### config.mk
export PLATFORM = sky130hd
export DESIGN_NAME = nexys_starship_repair_console
export DESIGN_NICKNAME = d
export VERILOG_FILES = /design/src/rtl/nexys_starship_pkg.sv /design/src/rtl/nexys_starship_debounce.sv /design/src/rtl/nexys_starship_repair_console.sv
export SDC_FILE = /design/constraint.sdc
export NUM_CORES = 1
export LEC_CHECK = 0
export BUFFER_PORTS_ARGS = -buffer_cell sky130_fd_sc_hd__clkbuf_2
export CAP_MARGIN = 20
export CORE_MARGIN = 2
export CORE_UTILIZATION = 50
export CTS_CLUSTER_DIAMETER = 60
export DETAILED_ROUTE_END_ITERATION = 8
export PLACE_DENSITY = 0.69
export SLEW_MARGIN = 30
export SYNTH_ARGS = -nofsm -noshare
export SYNTH_HDL_FRONTEND = slang
export SYNTH_SLANG_ARGS = --single-unit
### constraint.sdc
create_clock -name Clk -period 2.1 [get_ports Clk]
set_input_delay 0.42 -clock Clk [delete_from_list [all_inputs] [get_ports Clk]]
set_output_delay 0.42 -clock Clk [all_outputs]
set_load 0.03 [all_outputs]
### src/rtl/nexys_starship_pkg.sv
// Shared state encoding, LFSR constants and helpers for the starship repair console.
package nexys_starship_pkg;

   typedef enum logic [3:0] {
      IDLE  = 4'b0001,
      ARMED = 4'b0010,
      CHECK = 4'b0100,
      FAIL  = 4'b1000
   } state_t;

   localparam logic [7:0] LFSR_SEED = 8'hA5;
   // Fibonacci taps for x^8+x^6+x^5+x^4+1 (bits 7,5,4,3)
   localparam logic [7:0] LFSR_TAPS = 8'hB8;
   localparam logic [3:0] ZERO_SUB  = 4'hA;

   function automatic logic [7:0] lfsr_next(input logic [7:0] cur);
      return {cur[6:0], ^(cur & LFSR_TAPS)};
   endfunction

   // All-off switches must never match, so code 0 is replaced.
   function automatic logic [3:0] map_code(input logic [3:0] raw);
      return (raw == 4'h0) ? ZERO_SUB : raw;
   endfunction

endpackage

### src/rtl/nexys_starship_debounce.sv
// Button conditioner: 2-flop synchronizer, stability counter and one-cycle
// pulse on each debounced rising edge.
module nexys_starship_debounce #(
   parameter logic [15:0] CYCLES = 16'd50000
) (
   input  logic Clk,
   input  logic Reset,
   input  logic raw,
   output logic rise
);

   logic        sync1;
   logic        sync2;
   logic        level;
   logic [15:0] cnt;

   always_ff @(posedge Clk or negedge Reset) begin
      if (!Reset) begin
         sync1 <= 1'b0;
         sync2 <= 1'b0;
         level <= 1'b0;
         cnt   <= '0;
         rise  <= 1'b0;
      end else begin
         sync1 <= raw;
         sync2 <= sync1;
         rise  <= 1'b0;
         if (sync2 == level) begin
            cnt <= '0;
         end else if (cnt == CYCLES - 16'd1) begin
            level <= sync2;
            cnt   <= '0;
            rise  <= sync2;
         end else begin
            cnt <= cnt + 16'd1;
         end
      end
   end

endmodule

### src/rtl/nexys_starship_repair_console.sv
// Player-side repair handshake for one room: draws a target code, checks
// switch entries on BtnU and reports repair_ok or fail.
// Optional macro REPAIR_TIMEOUT_EN adds an ARMED timeout.
module nexys_starship_repair_console
   import nexys_starship_pkg::*;
#(
   parameter logic [15:0] DEBOUNCE_CYCLES = 16'd50000,
   parameter logic [1:0]  MAX_ATTEMPTS    = 2'd3
`ifdef REPAIR_TIMEOUT_EN
   ,
   parameter logic [31:0] TIMEOUT_CYCLES  = 32'd500000000
`endif
) (
   input  logic       Clk,
   input  logic       Reset,
   input  logic       play_flag,
   input  logic       gameover_ctrl,
   input  logic       break_req,
   input  logic [3:0] sw,
   input  logic       BtnU,
   output logic [3:0] random_hex,
   output logic [3:0] hex_combo,
   output logic       code_valid,
   output logic       submit,
   output logic       repair_ok,
   output logic [1:0] attempts,
   output logic       fail
);

   state_t     state;
   state_t     state_n;
   logic [7:0] lfsr;
   logic       break_prev;
   logic       break_rise;
   logic       abort;
   logic       load_code;
   logic       load_combo;
   logic       bump_attempts;
`ifdef REPAIR_TIMEOUT_EN
   logic [31:0] tcnt;
`endif

   assign break_rise = break_req & ~break_prev;
   assign abort      = gameover_ctrl | ~play_flag;
   assign code_valid = (state == ARMED) || (state == CHECK);
   assign fail       = (state == FAIL);

   nexys_starship_debounce #(
      .CYCLES(DEBOUNCE_CYCLES)
   ) u_btnu (
      .Clk  (Clk),
      .Reset(Reset),
      .raw  (BtnU),
      .rise (submit)
   );

   always_comb begin
      state_n       = state;
      load_code     = 1'b0;
      load_combo    = 1'b0;
      bump_attempts = 1'b0;
      repair_ok     = 1'b0;
      // Abort outranks every normal transition, including a matching CHECK.
      if (abort) begin
         state_n = IDLE;
      end else begin
         case (state)
            IDLE: begin
               if (break_rise) begin
                  state_n   = ARMED;
                  load_code = 1'b1;
               end
            end
            ARMED: begin
               if (submit) begin
                  load_combo = 1'b1;
                  state_n    = CHECK;
               end
`ifdef REPAIR_TIMEOUT_EN
               else if (tcnt == TIMEOUT_CYCLES - 32'd1) begin
                  state_n = FAIL;
               end
`endif
            end
            CHECK: begin
               if (hex_combo == random_hex) begin
                  repair_ok = 1'b1;
                  state_n   = IDLE;
               end else begin
                  bump_attempts = 1'b1;
                  state_n = (attempts == MAX_ATTEMPTS - 2'd1) ? FAIL : ARMED;
               end
            end
            FAIL:    state_n = FAIL;
            default: state_n = IDLE;
         endcase
      end
   end

   always_ff @(posedge Clk or negedge Reset) begin
      if (!Reset) begin
         state      <= IDLE;
         lfsr       <= LFSR_SEED;
         break_prev <= 1'b0;
         random_hex <= '0;
         hex_combo  <= '0;
         attempts   <= '0;
      end else begin
         state      <= state_n;
         lfsr       <= lfsr_next(lfsr);
         break_prev <= break_req;
         if (load_code) begin
            random_hex <= map_code(lfsr[3:0]);
            attempts   <= '0;
         end
         if (load_combo) begin
            hex_combo <= sw;
         end
         if (bump_attempts && (attempts != 2'd3)) begin
            attempts <= attempts + 2'd1;
         end
      end
   end

`ifdef REPAIR_TIMEOUT_EN
   always_ff @(posedge Clk or negedge Reset) begin
      if (!Reset) begin
         tcnt <= '0;
      end else if ((state_n == ARMED) && (state != ARMED)) begin
         tcnt <= '0;
      end else if ((state == ARMED) || (state == CHECK)) begin
         tcnt <= tcnt + 32'd1;
      end
   end
`endif

endmodule

== Word-level counts from Yosys, hierarchy flattened ==
Cells that the tools add are included.
Word-level totals
  word-level logic and storage cells: 61
  output and inout bits: 14
  register bits: 43
Cells by class
  bitwise logic cells: 5
  equality and inequality tests: 11
  reductions and logical operators: 7
  muxes and demuxes: 25
  add/sub/neg operators: 2
Operators with widths (count)
  $mux 16: 2
  $mux 4: 6
  $add 16x1->16 const B: 1
  $eq 16x16->1 const B: 1
  $pmux 4 s4: 1
  $mux 1: 14
  $reduce_xor 8->1: 1
  $eq 4x1->1 const B: 1
  $eq 4x2->1 const B: 1
  $eq 4x3->1 const B: 1
  $eq 4x4->1: 1
  $eq 4x4->1 const B: 1
  $logic_not 4->1: 1
  $mux 2: 2
  $reduce_and 2->1: 2
  $ne 3x2->1 const B: 1
  $ne 3x3->1 const B: 1
  $not 1->1: 3
  $add 2x1->2 const B: 1
  $eq 2x2->1 const B: 1
  $ne 2x2->1 const B: 1
  $reduce_bool 2->1: 1
  $and 1x1->1: 1
  $eq 1x1->1: 1
  other kinds (3): 3

== Depth between registers and ports, before layout ==
Gate-level depths: netlist (run 1).
  depth after elaboration: 7
  depth in mapped cells: 5

== By module ==
Synthesis (run 1) repeated with hierarchy kept, for this count alone.
Second synthesis, totals
  cell total of the unflattened synthesis: 174
  area total of the unflattened synthesis: 2026.9 µm²
By module, submodules not included
  nexys_starship_repair_console: cells each 83, area an instance 1058.5 µm², times used 1, sequential area each 581.8 µm²
  nexys_starship_debounce: cells each 91, area an instance 968.4 µm², times used 1, sequential area each 500.5 µm²

== Worst setup path before layout (run 1) ==
OpenSTA, ideal clock, no wires.
  path type: register to output
  start point: reg state[1]
  end point: out fail
  data arrival time: 1.573 ns
  stages on the path, launching flop included: 2
  required time: 1.680 ns
  setup slack: 0.107 ns
  cell sequence: dfrtp_1 -> nor4b_1
On the way
  longest elaborated chain between the ends: 1
Ends and longest elaborated chain
  start: declaration: line nexys_starship_repair_console.sv:30  | state_t state;
  start signal: assignment: line nexys_starship_repair_console.sv:109  | state <= state_n;
  $eq 4x4->1: line nexys_starship_repair_console.sv:46  | assign fail = (state == FAIL);
  end: declaration: line nexys_starship_repair_console.sv:27  | output logic fail
Every way passes these cells.

== Worst setup path after layout (run 1) ==
  start point: reg state[3]
  end point: out code_valid
On the way
  longest elaborated chain between the ends: 2
  elaborated cells between the ends (all ways): 3
  those cells by class: 2 x eq/ne; 1 x reduce/logical
Ends and longest elaborated chain
  $eq 4x2->1 / $eq 4x3->1 (equally long branches): line nexys_starship_repair_console.sv:45  | assign code_valid = (state == ARMED) || (state == CHECK);
  $logic_or 1x1->1 *: line nexys_starship_repair_console.sv:45
  end: declaration: line nexys_starship_repair_console.sv:23  | output logic code_valid,
Mark *: on every way between the ends. The rest lies on a longest branch, timed or not.

==> impl_metrics.yaml, run 1 <==
outcome:
  outcome: "finished clean"
place:
  post-dp-hpwl_um: 2540
  io_buffers: 23
  gp_congestion: 0.766
  placed_cell_area_mm2: 0.00212
routing:
  drc: 0
  first_pass_iters: 6
  vias: 1316
  routed_wl_um: 3430
  ant_nets: 0
  first_iter_violations: 42
  wire_per_inst_um: 13.9
  viasPerCell: 5.33
worst_setup_path:
  crit_chain: "or4b_1 -> nand2b_1 -> buf_2"
  timing.reg2reg.setup_slack_ns: 0.18
  slowest_delay_ns: 0.54
  cp_top_family: "simple AND/OR/NAND/NOR gates"
  cp-start-kind: "register"
  critPathArrivalTime_ns: 1.60
  critPathCaptureType: "output port"
  path_buf_inv: 1
  slowest_stage: "or4b_1"
  critical_path.max_fanout: 6
  required_ns: 1.68
  worstSetupPathType: "register to output port"
power_and_ir_drop:
  p_leak_nw: 1.07
  powerDensity_mw_per_mm2: 730
  ir_worst_vdd_uv: 440
clocking:
  cts_buffers: 5
  clock-root-buffer: "clkbuf_8"
  clk_pin_slew_worst_paths_ns: 0.08
  cts_hold_buf: 0
  h-tree-depth: 2
  clk_latency_ns: 0.29
  clk_path_buf_depth: 2
  cts_tree: "built"
  cts.sinks: 43
yosys:
  synth_ff_type: "dfrtp_1"
  yosysWarnings: 0
  yosysMostFrequentCell: "dfrtp_1"
  synth_fp_nets: 178
  synth_area_leaders: "dfrtp_1 (50%), dfstp_2 (6.8%), xnor2_1 (6.8%)"
  ys_top_cells_by_count: "dfrtp_1 (38), nor2_1 (23), xnor2_1 (15), nand2_1 (9)"
  synth_top_area_share_pct: 49.5
  synth-edff-count: 0
  avgSynthCellArea_um2: 11.6
  syn_inst: 165
  ys_ff_latch: 43
  yosysSeqAreaShare_pct: 56.4
  async_flop_share_pct: 100
  synth.distinct_cells: 37
  syn_area_mm2: 0.00192
  synth_top_cell_by_area: "dfrtp_1"
sta:
  final.min_clock_period_ns: 2.02
  slew_headroom_pct: 58.7
  rsz0062_at_grt: "false"
  maxSlewViolCount: 0
  setup_violations: 0
  worst_pin_slew_ns: 0.620
  setup_tns_ns: 0
  clock.fmax_mhz: 496
  hold_viol_final: 0
  skew_ns: 0.00628
  finalCritPeriodShare_pct: 96.1
floorplanning:
  num_io_pins: 24
  die_h_um: 66.0
  core_mm2: 0.00369
  rows: 22
  fp.dieArea_mm2: 0.00435
  start_util_pct: 52.0
  die_w_um: 66.0
grt:
  grt_pass1_wl_um: 5930
  gr-usage-all-layers_pct: 18.2
  grt_pass1_vias: 1325
  antenna_found_initial: 0
  globalRoute.totalOverflow: 0
  grt_max_degree: 28
layout:
  drive_gt1_share_pct: 26.6
  syn_to_final_growth_pct: 17.3
  antenna_cells: 0
  nNetsFinal: 211
  fin_area_mm2: 0.00225
min_path:
  hp-class: "input pin to asynchronous set/reset pin"
job:
  max_cap_violations: 0
## final timing paths
kind	to	cells past startpoint	startpoint
min reg2reg	u_btnu.sync2$_DFF_PN0_	0	u_btnu.sync1$_DFF_PN0_
min in group Clk	u_btnu.sync1$_DFF_PN0_	1	BtnU
max reg2reg	state[1]$_DFFE_PN0P_	5	state[0]$_DFFE_PN1P_
max	code_valid	3	state[3]$_DFFE_PN0P_
min	u_btnu.cnt[11]$_DFF_PN0_	1	Reset
max in group asynchronous	state[0]$_DFFE_PN1P_	2	Reset
## cell type report
type	count	area, µm²
Clock inverter	2	35.0
Inverter	6	22.5
Fill cell	315	1440
Sequential cell	43	1080
Multi-Input combinational cell	114	815
Timing Repair Buffer	28	155
Clock buffer	6	82.6
Tap cell	48	60.1
## through the flow
| stage | worst slack, ns | power (mW) | utilization [%] | std cells | hold WS (ns) |
|---|---|---|---|---|---|
| after floorplan | 0.107 | 0.956 | - | 165 | 0.124 |
| after global placement | 0.303 | 1.01 | 57.6 | 239 | 0.337 |
| after detailed placement | 0.245 | 1.01 | 57.6 | 239 | 0.338 |
| after CTS | 0.00588 | 1.67 | 60.8 | 247 | 0.149 |
| after global routing | 0.00357 | 1.72 | 61.1 | 247 | 0.171 |
| final | 0.0827 | 1.64 | 61.1 | 247 | 0.132 |
## routing by layer
layer	share of wire, %	GRT usage (%)
met2	52	30.6
met4	0.93	8.42
met5	0	0
met3	3.3	3.75
met1	44	22.6
## timing repair
item / in CTS / in global routing
buffers inserted: 0 / 0
gates resized for setup: 0 / 5
endpoints found under the setup margin: 0 / 2
## worst reg2reg max path: stages, from the launching register on
cell and delay [ns]:
dfstp_2 0.60, nor4b_1 0.38, buf_4 0.20, a221oi_1 0.05, a211oi_1 0.42, a21o_1 0.20
## registers in the layout, indices dropped and copies added (netlist names), 2 cells and up
register and count:
u_btnu.cnt 16, lfsr 8, hex_combo 4, random_hex 4, state 4, attempts 2
## logic make-up (layout without fill, tap and decap cells)
kind of cell / Yosys count / after routing / synth area share, %
AO/OA/AOI/OAI: 10 / 10 / 4.69
multiplexers: 9 / 9 / 5.35
flip-flops: 43 / 43 / 56.4
buffers and inverters: 8 / 42 / 1.63
XOR/XNOR: 23 / 23 / 10.5
adder cells (fa/ha/maj): 3 / 3 / 1.96
AND/OR/NAND/NOR: 69 / 69 / 19.5
## where the power goes
part           leakage (nW)  internal, mW  switching (mW)  total [mW]
clock                0.0612         0.385           0.263       0.648
combinational         0.442        0.0456          0.0773       0.123
sequential            0.567         0.850          0.0231       0.873
## placed cells by master (no fill, tap or decap), types with 2 or more instances in the layout
master,Yosys,final
dfrtp_1,38,38
nor2_1,23,23
clkbuf_2,0,21
xnor2_1,15,15
nand2_1,9,9
xor2_1,8,8
nor3_1,8,8
inv_1,6,6
nand3_1,6,6
mux2_2,6,6
clkbuf_8,0,6
buf_4,0,6
nor4_1,5,5
dfstp_2,5,5
nand4_1,3,3
nor4b_1,3,3
nand2b_1,3,3
ha_1,3,3
o21ai_0,2,2
mux2i_1,2,2
(Power assumes the default switching activity.)
==> run 2, diff against run 1 <==
CELL_PAD_IN_SITES_DETAIL_PLACEMENT = 0   (was default)
CELL_PAD_IN_SITES_GLOBAL_PLACEMENT = 1   (was default)
CORE_UTILIZATION = 45   (was 50)
PLACE_DENSITY = 0.77   (was 0.69)
==> run 2 against run 1 <==
Die area is 10% higher. Register-to-register slack better by 0.07 ns. Sequential share of layout area hardly changed. Non-clock buffer count is 1 higher. Clock power is 6.0% lower. Flip-flop and latch count stayed put. Sequential power hardly changed. First-iteration DRC count is 36% higher. Clock skew is 0.00054 ns lower.
==> impl_metrics.yaml, run 2 (synthesized netlist as in run 1, its figures left out) <==
worst_setup_path:
  crit_chain: "or4b_1 -> nand2b_1 -> clkbuf_2"
  cp-start-kind: "register"
  critPathArrivalTime_ns: 1.61
  critPathCaptureType: "output port"
  required_ns: 1.68
  cp_top_family: "simple AND/OR/NAND/NOR gates"
  critical_path.max_fanout: 6
  path_buf_inv: 1
  worstSetupPathType: "register to output port"
  slowest_delay_ns: 0.58
  slowest_stage: "or4b_1"
floorplanning:
  fp.dieArea_mm2: 0.00480
  start_util_pct: 47.3
  core_mm2: 0.00406
  num_io_pins: 24
  die_h_um: 69.3
  rows: 23
  die_w_um: 69.3
layout:
  fillers: 344
  nNetsFinal: 212
  multi_input_area_um2: 817
  largest_reg_flops: 16
  fin_util_pct: 55.5
  seq_area_mm2: 0.00108
  syn_to_final_growth_pct: 17.4
  antenna_cells: 0
  final_common_cell: "dfrtp_1"
  layout_common_cells: "dfrtp_1 (38), nor2_1 (22), clkbuf_2 (22), xnor2_1 (15), nand2_1 (9)"
  top_register: "u_btnu.cnt"
  reg.largest.list: "u_btnu.cnt x16, lfsr x8"
  drive_gt1_share_pct: 26.5
  fin_area_mm2: 0.00225
sta:
  final.min_clock_period_ns: 2.03
  maxSlewViolCount: 0
  clock.fmax_mhz: 492
  hold_viol_final: 0
  finalCritPeriodShare_pct: 96.9
  setup_violations: 0
  worst_pin_slew_ns: 0.629
  setup_ws_ns: 0.0654
  slew_headroom_pct: 57.5
  skew_ns: 0.00574
power_and_ir_drop:
  ir_worst_vdd_uv: 387
  p_leak_nw: 1.07
  powerDensity_mw_per_mm2: 714
grt:
  grt_pass1_wl_um: 6140
  antenna_found_initial: 0
  grt_pass1_vias: 1320
  gr-usage-all-layers_pct: 15.8
  globalRoute.totalOverflow: 0
  grt_max_degree: 19
place:
  place_ws_ns: 0.247
  post-dp-hpwl_um: 2640
  io_buffers: 23
  placed_cell_area_mm2: 0.00213
  gp_congestion: 0.786
clocking:
  clk_path_buf_depth: 2
  cts_resized: 0
  clock-root-buffer: "clkbuf_8"
  h-tree-depth: 2
  clk_latency_ns: 0.28
  cts_buffers: 5
  cts_hold_buf: 0
  clk_pin_slew_worst_paths_ns: 0.07
  post_cts_buffers: 0
  cts_tree: "built"
  cts.sinks: 43
routing:
  wire_per_inst_um: 14.1
  vias: 1306
  routed_wl_um: 3540
  first_pass_iters: 4
  first_iter_violations: 57
  ant_nets: 0
  drc: 0
  viasPerCell: 5.22
job:
  max_cap_violations: 0
min_path:
  hp-class: "input pin to asynchronous set/reset pin"
outcome:
  outcome: "finished clean"
==> run 2: cell types whose count changed in the layout (fill, tap and decap cells not counted), sizes merged <==
| cell | before | now |
|---|---|---|
| clkinv | 1 | 0 |
| clkbuf | 27 | 29 |
==> run 2: per-layer routing <==
layer  vias up  share of wire, %  global-route usage, %
met4         0              0.96                   4.58
li1        636                 -                      -
met5         -                 0                      0
met3         5               3.1                   4.51
met2        22                46                   24.9
met1       643                50                   21.4
==> run 2: where the power goes <==
| group | total (mW) | internal, mW | switching [mW] | leakage (nW) |
|---|---|---|---|---|
| registers | 0.874 | 0.850 | 0.0233 | 0.567 |
| clock network | 0.609 | 0.356 | 0.253 | 0.0524 |
| logic | 0.126 | 0.0470 | 0.0789 | 0.446 |
==> run 2: cell type report <==
cell class              instances  share of cell area [%]
clock buffers                   7                    3.39
clock inverters                 1                    1.33
flip-flops and latches         43                    48.0
well taps                      50                    2.78
multi-input cells             114                    36.3
repair buffers                 29                    7.22
inverters                       6                   0.999
==> run 2: path summary, 6_finish.rpt <==
check                      slack [ns]                  endpoint  cells after the start                     from
max                              0.07                code_valid                      3     state[2]$_DFFE_PN0P_
min                              0.07   attempts[1]$_DFFE_PN0P_                      1                    Reset
max reg2reg                      0.25  u_btnu.level$_DFFE_PN0P_                      4  u_btnu.cnt[7]$_DFF_PN0_
min reg2reg                      0.37    u_btnu.sync2$_DFF_PN0_                      0   u_btnu.sync1$_DFF_PN0_
max in group asynchronous        1.40      state[0]$_DFFE_PN1P_                      2                    Reset
min in group Clk                 0.24    u_btnu.sync1$_DFF_PN0_                      1                     BtnU
==> run 2: stage by stage <==
stage                     power (mW)  cells  hold WS (ns)  setup TNS (ns)
final                           1.61    250        0.0668               0
after CTS                       1.63    250        0.0687               0
after global routing            1.69    250        0.0758        -0.00195
after global placement          1.01    242         0.343               0
after floorplan                0.956    165         0.124               0
after detailed placement        1.02    242         0.342               0
==> run 3, diff against run 2 <==
==> constraint.sdc (replaced) <==
create_clock -name Clk -period 2.1 [get_ports Clk]
set_input_delay 0.21 -clock Clk [delete_from_list [all_inputs] [get_ports Clk]]
set_output_delay 0.21 -clock Clk [all_outputs]
set_load 0.03 [all_outputs]
==> run 3 against run 2 <==
Worst hold slack lost 0.0011 ns. Total power rose by 8.8%. Via count shrank 1.5%. Flip-flop and latch count stayed put.
==> impl_metrics.yaml, run 3 (synthesized netlist as in run 1, its figures left out) <==
outcome:
  outcome: "finished clean"
job:
  max_cap_violations: 0
worst_setup_path:
  slowest_delay_ns: 0.59
  cp-start-kind: "register"
  critical_path.max_fanout: 6
  worstSetupPathType: "register to output port"
  critPathCaptureType: "output port"
  path_buf_inv: 1
  required_ns: 1.89
  cp_top_family: "simple AND/OR/NAND/NOR gates"
  slowest_stage: "or4b_1"
  timing.reg2reg.setup_slack_ns: 0.26
  crit_chain: "or4b_1 -> nand2b_1 -> clkbuf_2"
  critPathArrivalTime_ns: 1.63
sta:
  slew_headroom_pct: 65.0
  setup_tns_ns: 0
  worst_pin_slew_ns: 0.518
  maxSlewViolCount: 0
  clock.fmax_mhz: 544
  hold_viol_final: 0
  skew_ns: 0.00559
  setup_violations: 0
  holdWs_ns: 0.0657
  final.min_clock_period_ns: 1.84
  finalCritPeriodShare_pct: 87.6
  rsz0062_at_grt: "false"
routing:
  drc: 0
  vias: 1287
  ant_nets: 0
  first_iter_violations: 44
  viasPerCell: 5.11
  routed_wl_um: 3550
  first_pass_iters: 4
  wire_per_inst_um: 14.1
layout:
  syn_to_final_growth_pct: 19.1
  reg.largest.list: "u_btnu.cnt x16, lfsr x8"
  top_register: "u_btnu.cnt"
  final_common_cell: "dfrtp_1"
  antenna_cells: 0
  nNetsFinal: 214
  drive_gt1_share_pct: 26.2
  fin_area_mm2: 0.00229
  largest_reg_flops: 16
  final_cells: 252
  multi_input_area_um2: 806
  layout_common_cells: "dfrtp_1 (38), nor2_1 (23), clkbuf_2 (23), xnor2_1 (15), nand2_1 (9)"
  seq_area_mm2: 0.00108
  fillers: 340
clocking:
  cts_buffers: 5
  cts_resized: 0
  clk_latency_ns: 0.30
  clock-root-buffer: "clkbuf_8"
  h-tree-depth: 2
  clk_path_buf_depth: 2
  cts.sinks: 43
  cts_tree: "built"
  clk_pin_slew_worst_paths_ns: 0.08
min_path:
  hp-class: "input pin to register"
grt:
  grt_max_degree: 19
  antenna_found_initial: 0
  grt_pass1_vias: 1304
  gr-usage-all-layers_pct: 16.2
  grt_pass1_wl_um: 6140
  globalRoute.totalOverflow: 0
place:
  placed_cell_area_mm2: 0.00213
  io_buffers: 23
  dp.cells: 242
  gp_congestion: 0.847
  post-dp-hpwl_um: 2620
power_and_ir_drop:
  powerDensity_mw_per_mm2: 766
  p_leak_nw: 1.09
  ir_worst_vdd_uv: 435
floorplanning:
  start_util_pct: 47.3
  core_mm2: 0.00406
  rows: 23
  fp.dieArea_mm2: 0.00480
  die_h_um: 69.3
  die_w_um: 69.3
  num_io_pins: 24
-- run 3: cell types whose count changed in the layout (fill, tap and decap cells not counted), sizes merged --
cell         before  now
buf               7    6
bufinv            1    2
dlygate4sd3       0    2
-- run 3: path summary, 6_finish.rpt --
| check | startpoint | to | cells past startpoint |
|---|---|---|---|
| setup / recovery | state[2]$_DFFE_PN0P_ | code_valid | 3 |
| hold / removal | break_req | break_prev$_DFF_PN0_ | 1 |
| setup reg to reg | u_btnu.cnt[7]$_DFF_PN0_ | u_btnu.level$_DFFE_PN0P_ | 4 |
| hold reg to reg | u_btnu.sync1$_DFF_PN0_ | u_btnu.sync2$_DFF_PN0_ | 0 |
| max in group asynchronous | Reset | lfsr[7]$_DFF_PN1_ | 3 |
| min in group asynchronous | Reset | u_btnu.rise$_DFF_PN0_ | 2 |
-- run 3: power by group --
group          switching [mW]  internal (mW)
clock                   0.275          0.475
combinational          0.0787         0.0493
sequential             0.0224          0.850
total                   0.376           1.37
-- run 3: routing by layer --
layer / GRT usage [%] / vias to the layer above / routed length, µm
met5: 0 / - / 0
met4: 5.88 / 0 / 49
met3: 6.54 / 6 / 155
met2: 22.0 / 24 / 1560
met1: 23.2 / 614 / 1790
li1: - / 643 / -
-- run 3: final cells by class --
cell class	instances	area share, %
well taps	50	2.74
flip-flops and latches	43	47.3
clock inverters	2	2.63
clock buffers	6	3.17
multi-input cells	114	35.2
repair buffers	31	7.88
inverters	6	0.985
-- run 3: stage by stage --
| step | power, mW | setup WS (ns) | utilization [%] |
|---|---|---|---|
| 4_1_cts | 1.77 | 0.249 | 56.1 |
| 3_5_place_dp | 1.02 | 0.255 | 52.6 |
| 6_report | 1.75 | 0.261 | 56.3 |
| 3_3_place_gp | 1.01 | 0.279 | 52.6 |
| 5_1_grt | 1.83 | 0.132 | 56.3 |
| 2_1_floorplan | 0.956 | 0.216 | - |
-- run 3: what timing repair did --
action | in CTS | in global routing
buffers inserted | 0 | 0
hold endpoints to repair | 13 | 1
hold buffers | 1 | 1
